--- src/rtl/regfile.sv ---
// Architectural register file with a write-back hazard scoreboard.
// Two combinational read ports, one write port fed by write-back, and a
// per-register pending bit that decode uses to stall on read-after-write.
// Optional feature macro: REGFILE_BYPASS_EN forwards the in-flight
// write-back data to the read ports and masks the matching pending bit.
// Register address width is `BITS_REGFILE+1, normally supplied by defines.vh.

`ifndef BITS_REGFILE
`define BITS_REGFILE 4
`endif

module regfile #(
  parameter int DataSize = 32
) (
  input  logic                           clk_i,
  input  logic                           rst_i,
  input  logic                           wreg_i,
  input  logic [`BITS_REGFILE:0]         destination_i,
  input  logic [DataSize-1:0]            datareg_i,
  input  logic [`BITS_REGFILE:0]         rs1_addr_i,
  input  logic [`BITS_REGFILE:0]         rs2_addr_i,
  output logic [DataSize-1:0]            rs1_data_o,
  output logic [DataSize-1:0]            rs2_data_o,
  input  logic                           issue_i,
  input  logic [`BITS_REGFILE:0]         issue_dest_i,
  input  logic                           flush_i,
  output logic                           stall_o,
  output logic [(1<<(`BITS_REGFILE+1))-1:0] pending_o
);

  localparam int AddrW = `BITS_REGFILE + 1;
  localparam int NRegs = 1 << AddrW;

  logic [DataSize-1:0] regs [NRegs];
  logic [NRegs-1:0]    pending_q;
  logic [NRegs-1:0]    pending_d;
  logic                wr_live;
  logic                fwd1;
  logic                fwd2;

  assign wr_live = wreg_i && (destination_i != '0);

  // Register storage: write-back commits on the rising edge, r0 never written.
  always_ff @(posedge clk_i or negedge rst_i) begin
    if (!rst_i) begin
      regs <= '{default: '0};
    end else if (wr_live) begin
      regs[destination_i] <= datareg_i;
    end
  end

  // Scoreboard next state: clear on write-back, then set on issue so the
  // newer producer wins a same-register collision; flush overrides both.
  always_comb begin
    pending_d = pending_q;
    if (wreg_i) begin
      pending_d[destination_i] = 1'b0;
    end
    if (issue_i && (issue_dest_i != '0)) begin
      pending_d[issue_dest_i] = 1'b1;
    end
    if (flush_i) begin
      pending_d = '0;
    end
    pending_d[0] = 1'b0;
  end

  // Scoreboard register.
  always_ff @(posedge clk_i or negedge rst_i) begin
    if (!rst_i) begin
      pending_q <= '0;
    end else begin
      pending_q <= pending_d;
    end
  end

  // Forwarding match per read port; only meaningful with bypass compiled in.
  always_comb begin
    fwd1 = 1'b0;
    fwd2 = 1'b0;
`ifdef REGFILE_BYPASS_EN
    fwd1 = wr_live && (destination_i == rs1_addr_i);
    fwd2 = wr_live && (destination_i == rs2_addr_i);
`endif
  end

  // Read ports: r0 reads zero; bypass data is gated so reset forces zero.
  always_comb begin
    rs1_data_o = '0;
    rs2_data_o = '0;
    if (rst_i) begin
      if (fwd1) begin
        rs1_data_o = datareg_i;
      end else if (rs1_addr_i != '0) begin
        rs1_data_o = regs[rs1_addr_i];
      end
      if (fwd2) begin
        rs2_data_o = datareg_i;
      end else if (rs2_addr_i != '0) begin
        rs2_data_o = regs[rs2_addr_i];
      end
    end
  end

  // Hazard stall: an operand with an outstanding producer not being forwarded.
  always_comb begin
    stall_o = (pending_q[rs1_addr_i] & ~fwd1) | (pending_q[rs2_addr_i] & ~fwd2);
  end

  assign pending_o = pending_q;

endmodule

--- config.mk ---
export PLATFORM = sky130hd
export DESIGN_NAME = regfile
export DESIGN_NICKNAME = d
export VERILOG_FILES = /design/src/rtl/regfile.sv
export SDC_FILE = /design/constraint.sdc
export NUM_CORES = 2
export LEC_CHECK = 0
export ABC_CLOCK_PERIOD_IN_PS = 3600
export CORE_MARGIN = 10
export CORE_UTILIZATION = 45
export CTS_BUF_LIST = sky130_fd_sc_hd__clkbuf_4 sky130_fd_sc_hd__clkbuf_8
export CTS_CLUSTER_DIAMETER = 40
export CTS_CLUSTER_SIZE = 20
export DETAILED_ROUTE_END_ITERATION = 8
export PLACE_DENSITY = 0.7
export REMOVE_ABC_BUFFERS = 1
export SKIP_LAST_GASP = 1
export SYNTH_ARGS = -nofsm -noshare
export SYNTH_HDL_FRONTEND = slang
export SYNTH_SLANG_ARGS = --single-unit
--- constraint.sdc ---
create_clock -name clk_i -period 3.6 [get_ports clk_i]
set_clock_uncertainty 0.05 [all_clocks]
set_input_delay 0.9 -clock clk_i [delete_from_list [all_inputs] [get_ports clk_i]]
set_output_delay 0.9 -clock clk_i [all_outputs]
set_load 0.02 [all_outputs]
Yosys cells after proc, flatten, opt, wreduce, memory -nomap -nowiden
Index checks and enable logic that the tools add are counted.
{"block": "classes", "order_cmp": 10, "mux": 24, "bitwise_logic": 7, "n_reduce_logical": 9}
{"op": "1024-bit bitwise mux", "n": 1}
{"op": "32-bit 2-to-1 mux", "n": 12}
{"op": "32-bit binary-select mux with 5-bit select", "n": 2}
{"op": "32-bit demux with 5-bit select", "n": 1}
{"op": "32-bit AND", "n": 1}
{"op": "32-bit inverter", "n": 1}
{"op": "32-bit bitwise OR", "n": 1}
{"op": "5-bit by 6-bit < comparator with 1-bit output (second input constant)", "n": 4}
{"op": "5-bit nonzero test", "n": 4}
{"op": "6-bit >= comparator (second input constant)", "n": 3}
{"op": "5-bit inverter with 6-bit output", "n": 3}
{"op": "1-bit binary-select mux with 5-bit select", "n": 2}
{"op": "1-bit demux with 5-bit select", "n": 2}
{"op": "5-bit by 1-bit >= comparator with 1-bit output (second input constant)", "n": 2}
{"op": "6-bit by 1-bit < comparator with 1-bit output (second input constant)", "n": 1}
{"op": "1-bit logical AND", "n": 5}
{"op": "1-bit 2-to-1 mux", "n": 4}
{"op": "1-bit bitwise OR", "n": 1}
{"block": "totals", "regBits": 1055, "input_bits": 57, "output_inout_bits": 97, "elab_cells": 83}

Logic depth before layout (Yosys ltp)
{"block": "logic_depth", "ltp_word": 10, "mapped_depth": 9, "ltp_nobuf": 5}

Least setup slack after synthesis
No wires, ideal clock.
{"block": "synth_path", "kind": "input to output", "startpoint": "input rs1_addr_i[0]", "endpoint": "output rs1_data_o[21]", "arrival_time_ps": 2605, "required_ps": 2650, "path_slack_ps": 45, "stages": 6, "n_path_buf": 2, "cell_sequence": "buf_2 buf_2 mux4_2 mux4_2 nand2b_1 o221ai_1"}
{"block": "synth_via", "elab_chain_len": 6, "word_cells_on_any_way": 7, "classes_between": "mux: 5; bitwise: 1; reduce/logical: 1"}
{"item": "start: declaration", "line": "20", "text": "input logic [`BITS_REGFILE:0] rs1_addr_i,"}
{"item": "5-bit inverter with 6-bit output (not written as such)", "line": "95", "text": "rs1_data_o = regs[rs1_addr_i];"}
{"item": "32-bit binary-select mux with 5-bit select", "line": "95"}
{"item": "32-bit 2-to-1 mux (not written as such) (2 in a row)", "line": "95"}
{"item": "32-bit 2-to-1 mux *", "line": "94", "text": "end else if (rs1_addr_i != '0) begin"}
{"item": "32-bit 2-to-1 mux *", "line": "91", "text": "if (rst_i) begin"}
{"item": "end: declaration", "line": "22", "text": "output logic [DataSize-1:0] rs1_data_o,"}
Every way passes the cells marked *; elsewhere a longest branch is shown, timed or not. The select of a mux whose other input is x is not followed.

Worst setup path after layout
{"block": "layout_path", "startpoint": "input rs1_addr_i[0]", "endpoint": "output rs1_data_o[13]"}
Same word-level chain as after synthesis.

==> reports/metrics.sh <==
STATUS='complete, but fails checks'
VIOLATIONS='negative setup slack'
FINALCOREUTILIZATION=0.556
POWER.SWITCHING_mW=9.76
HTREE_LEVELS=4
SLEW_HEADROOM=0.0880
P_COMB_FRAC=0.236
P_CLK_FRAC=0.307
TIMING.CRITICAL_PATH.CELLS='buf_16 -> buf_4 -> buf_8 -> mux4_2 -> mux2i_2 -> buf_4 -> o22ai_2 -> or2_4 -> buf_6'
WORST-ENDPOINT-ARRIVAL_NS=2.75
LAYOUT_COMMON_CELLS='dfrtp_1 (1055), mux2_2 (995), mux4_2 (531), buf_4 (319), mux2i_1 (201)'
PLACEMENT_ROWS=129
PORT_BUFFER_COUNT=152
YOSYS_REGISTER_BITS=1055
CTS.PATH.MAX_BUFFERS=3
SYNTH_TOP_AREA_FRAC=0.471
NETLIST-CELL-TYPE-COUNT=41
CRITPATHMAXSTAGEDELAY_NS=0.53
FIN_NETS=4091
SETUP.REG_TO_REG.WORST_SLACK_NS=2.66
SYNTH-ASYNC-RESET-RATIO=1.00
POST-ROUTE-PERIOD-UTIL=1.03
POST_LAYOUT_NONFILLER_INSTANCES=5788
DIE_WIDTH_UM=373
TIMING_WORST_SLEW_PIN_VALUE_NS=1.37
DRT-WIRELENGTH-PER-CELL_UM=30.8
STATIC-LEAKAGE-POWER_nW=30.0
POWER.IR.VDD_WORST_uV=350
DRCVIOLATIONCOUNT=0
MAXIMUM_FANOUT_ALONG_THE_WORST_PATH=6
CTS_TREE='done'
SLEW_VIOLATIONS=0
HIGHEST_CLOCK_FREQUENCY_THE_DESIGN_CAN_MEET_MHz=270
DRTANTENNAVIOLNETS=0
CRITPATHREQUIREDTIME_NS=2.65
RSZ0062_AT_GRT='yes'
PLACEDCELLCOUNT=5388
PLACE.DETAILED.HPWL_UM=108000
TIMING.CRITICAL_PATH.BUF_INV=5
GRT-OVFL-TOTAL=0
CTS_HOLD_BUFFERS=0
TOP_LEVEL_PORTS=154
DRT_FIRST_PASS_ITERS=7
FINAL_CRITICAL_PATH_SETUP_SLACK_NS=-0.0975
CLK_PIN_SLEW_WORST_PATHS_NS=0.08
CLKLATENCYLATEPIN_NS=0.84
POST_SYNTH_MAIN_AREA_CONTRIBUTORS='dfrtp_1 (47%), mux4_2 (21%), mux2_2 (20%), mux2i_1 (4.4%), clkbuf_1 (1.3%)'
CTS-BUFFERS-INSERTED=142
GP_ROUTABILITY_CONGESTION=0.822
SYNTH-MAIN-FF-CELL='dfrtp_1'
WORSTSETUPSTARTPOINTTYPE='input pin'
GLOBAL_ROUTE_WIRE_LENGTH_BEFORE_REPAIR_UM=262000
GRT_START_MAX_NET_PINS=147
YOSYSSEQAREASHARE=0.471
TOTALWIRELENGTH_UM=178000
FIRST_GLOBAL_VIAS=38100
WORST-SETUP-PATH-TYPE='in -> out'
DRT_ITER0_DRC=3827
CRITPATHMOSTFREQUENTCELL='buf_4'
MIN_PERIOD_NS=3.70
INTERNAL-POWER_mW=24.5
START_UTIL=0.453
CRITPATHTOPFAMILY='buffers and inverters'
GRT_USE_TOTAL=0.250
SYNTH_AREA_UM2=56100
DESIGN.DIE.AREA_UM2=139000
POWER_DENSITY_nW_PER_UM2=498
SETUP_VIOLATIONS=31
CRIT_SLOWEST_CELL='mux4_2'
NUMCLOCKSINKS=1055
HOLD_VIOL=0
FINAL.HOLD.WORST_SLACK_NS=0.0946
ROUTE.DETAILED.VIAS_PER_INST=6.38
COREAREA_UM2=124000
SWITCHING_SHARE=0.285
SEQUENTIAL_FRACTION_OF_DESIGN_POWER=0.457
SYNTH-EDFF-COUNT=0
HOLD_PATH_CLASS='in -> async'
CAP_VIOL_MAX_COUNT=0
POSTSYNTHCELLCOUNT=3607
DIE_Y_UM=373
CELL_AT_THE_ROOT_OF_THE_CLOCK_TREE='clkbuf_8'
YOSYSTOPAREACELL='dfrtp_1'
ANTENNA_VIOLATIONS_BEFORE_REPAIR=4
NUM_VIAS=36900
CRITICAL_PATH.ENDPOINT_TYPE='primary output'
SYN2LAYOUT_AREA_GROWTH_PCT=22.7
YS_WARN_COUNT=0
MOSTFREQUENTLAYOUTCELL='dfrtp_1'
SHARE_OF_LAYOUT_CELLS_ABOVE_DRIVE_STRENGTH_1=0.617
SYN_AREA_PER_CELL_UM2=15.5
[layer usage]
layer  GRT usage  vias up  part of all wire
li1            -    14900                 -
met1       0.344    20100              0.42
met2       0.392     1611              0.47
met3      0.0533      328             0.079
met4      0.0844        4             0.032
met5           0        -           0.00012
[through the flow]
| stage | TNS (ns) | power, mW | cell area [um^2] | setup WS [ns] |
|---|---|---|---|---|
| 6_report | -1.72 | 34.2 | 68800 | -0.0975 |
| 5_1_grt | -3.35 | 35.7 | 68800 | -0.170 |
| 3_3_place_gp | -43.05 | 22.9 | 62400 | -0.782 |
| 2_1_floorplan | 0 | 20.2 | 54200 | 0.185 |
| 3_5_place_dp | -44.56 | 23.2 | 62400 | -0.758 |
| 4_1_cts | -2.63 | 34.1 | 67900 | -0.121 |
[power groups by stage]
stage / clock (mW) / sequential (mW) / combinational [mW]
after global placement: 0 / 15.6 / 7.30
after floorplan: 0 / 15.2 / 4.96
after detailed placement: 0 / 15.8 / 7.46
after global routing: 11.2 / 15.9 / 8.60
after CTS: 10.7 / 15.6 / 7.89
final: 10.5 / 15.6 / 8.10
[kinds of logic (layout without fill, tap and decap cells)]
family          after synthesis  count (layout)  synth area share
mux                        1772            1772             0.457
buf+inv                     410             952            0.0335
compound gates              181             181            0.0204
flops                      1055            1055             0.471
simple gates                188             188            0.0181
other cells                   1               3         0.0000669
[final timing paths]
kind | start | endpoint | depth (start not counted)
worst max-delay path | rs1_addr_i[0] | rs1_data_o[13] | 9
worst min-delay path | rst_i | regs[100] | 2
worst max register to register | regs[651] | regs[651] | 2
worst min register to register | regs[1020] | regs[1020] | 0
max in group asynchronous | rst_i | regs[81] | 5
min in group clk_i | regs[1020] | regs[1020] | 0
[cells in the mapped netlist (all sizes together), types with 15 or more instances]
cell    number
mux2i      246
or2         61
mux2       995
nor2        36
dfrtp     1055
o22ai      118
clkbuf     202
nand2       40
a22oi       15
o21ai       18
buf        205
mux4       531
a21oi       17
[cell type report]
cell class	count	area (um^2)
Inverter	3	11.3
Fill cell	9571	55000
Sequential cell	1055	26400
Tap cell	1637	2050
Clock inverter	77	845
Timing Repair Buffer	690	8410
Multi-Input combinational cell	2142	28600
Antenna cell	2	5.00
Clock buffer	182	2440
[registers in the layout (all words and copies together), names as in the netlist]
signal,count
pending_o,31
regs,1024
[repair_timing]
item / in CTS / in global routing
buffers inserted: 80 / 50
resized for setup: 456 / 157
cloned: 25 / 4
endpoints found under the setup margin: 65 / 63
pin swaps: 34 / 66
Power figures use the tool's default switching activity.
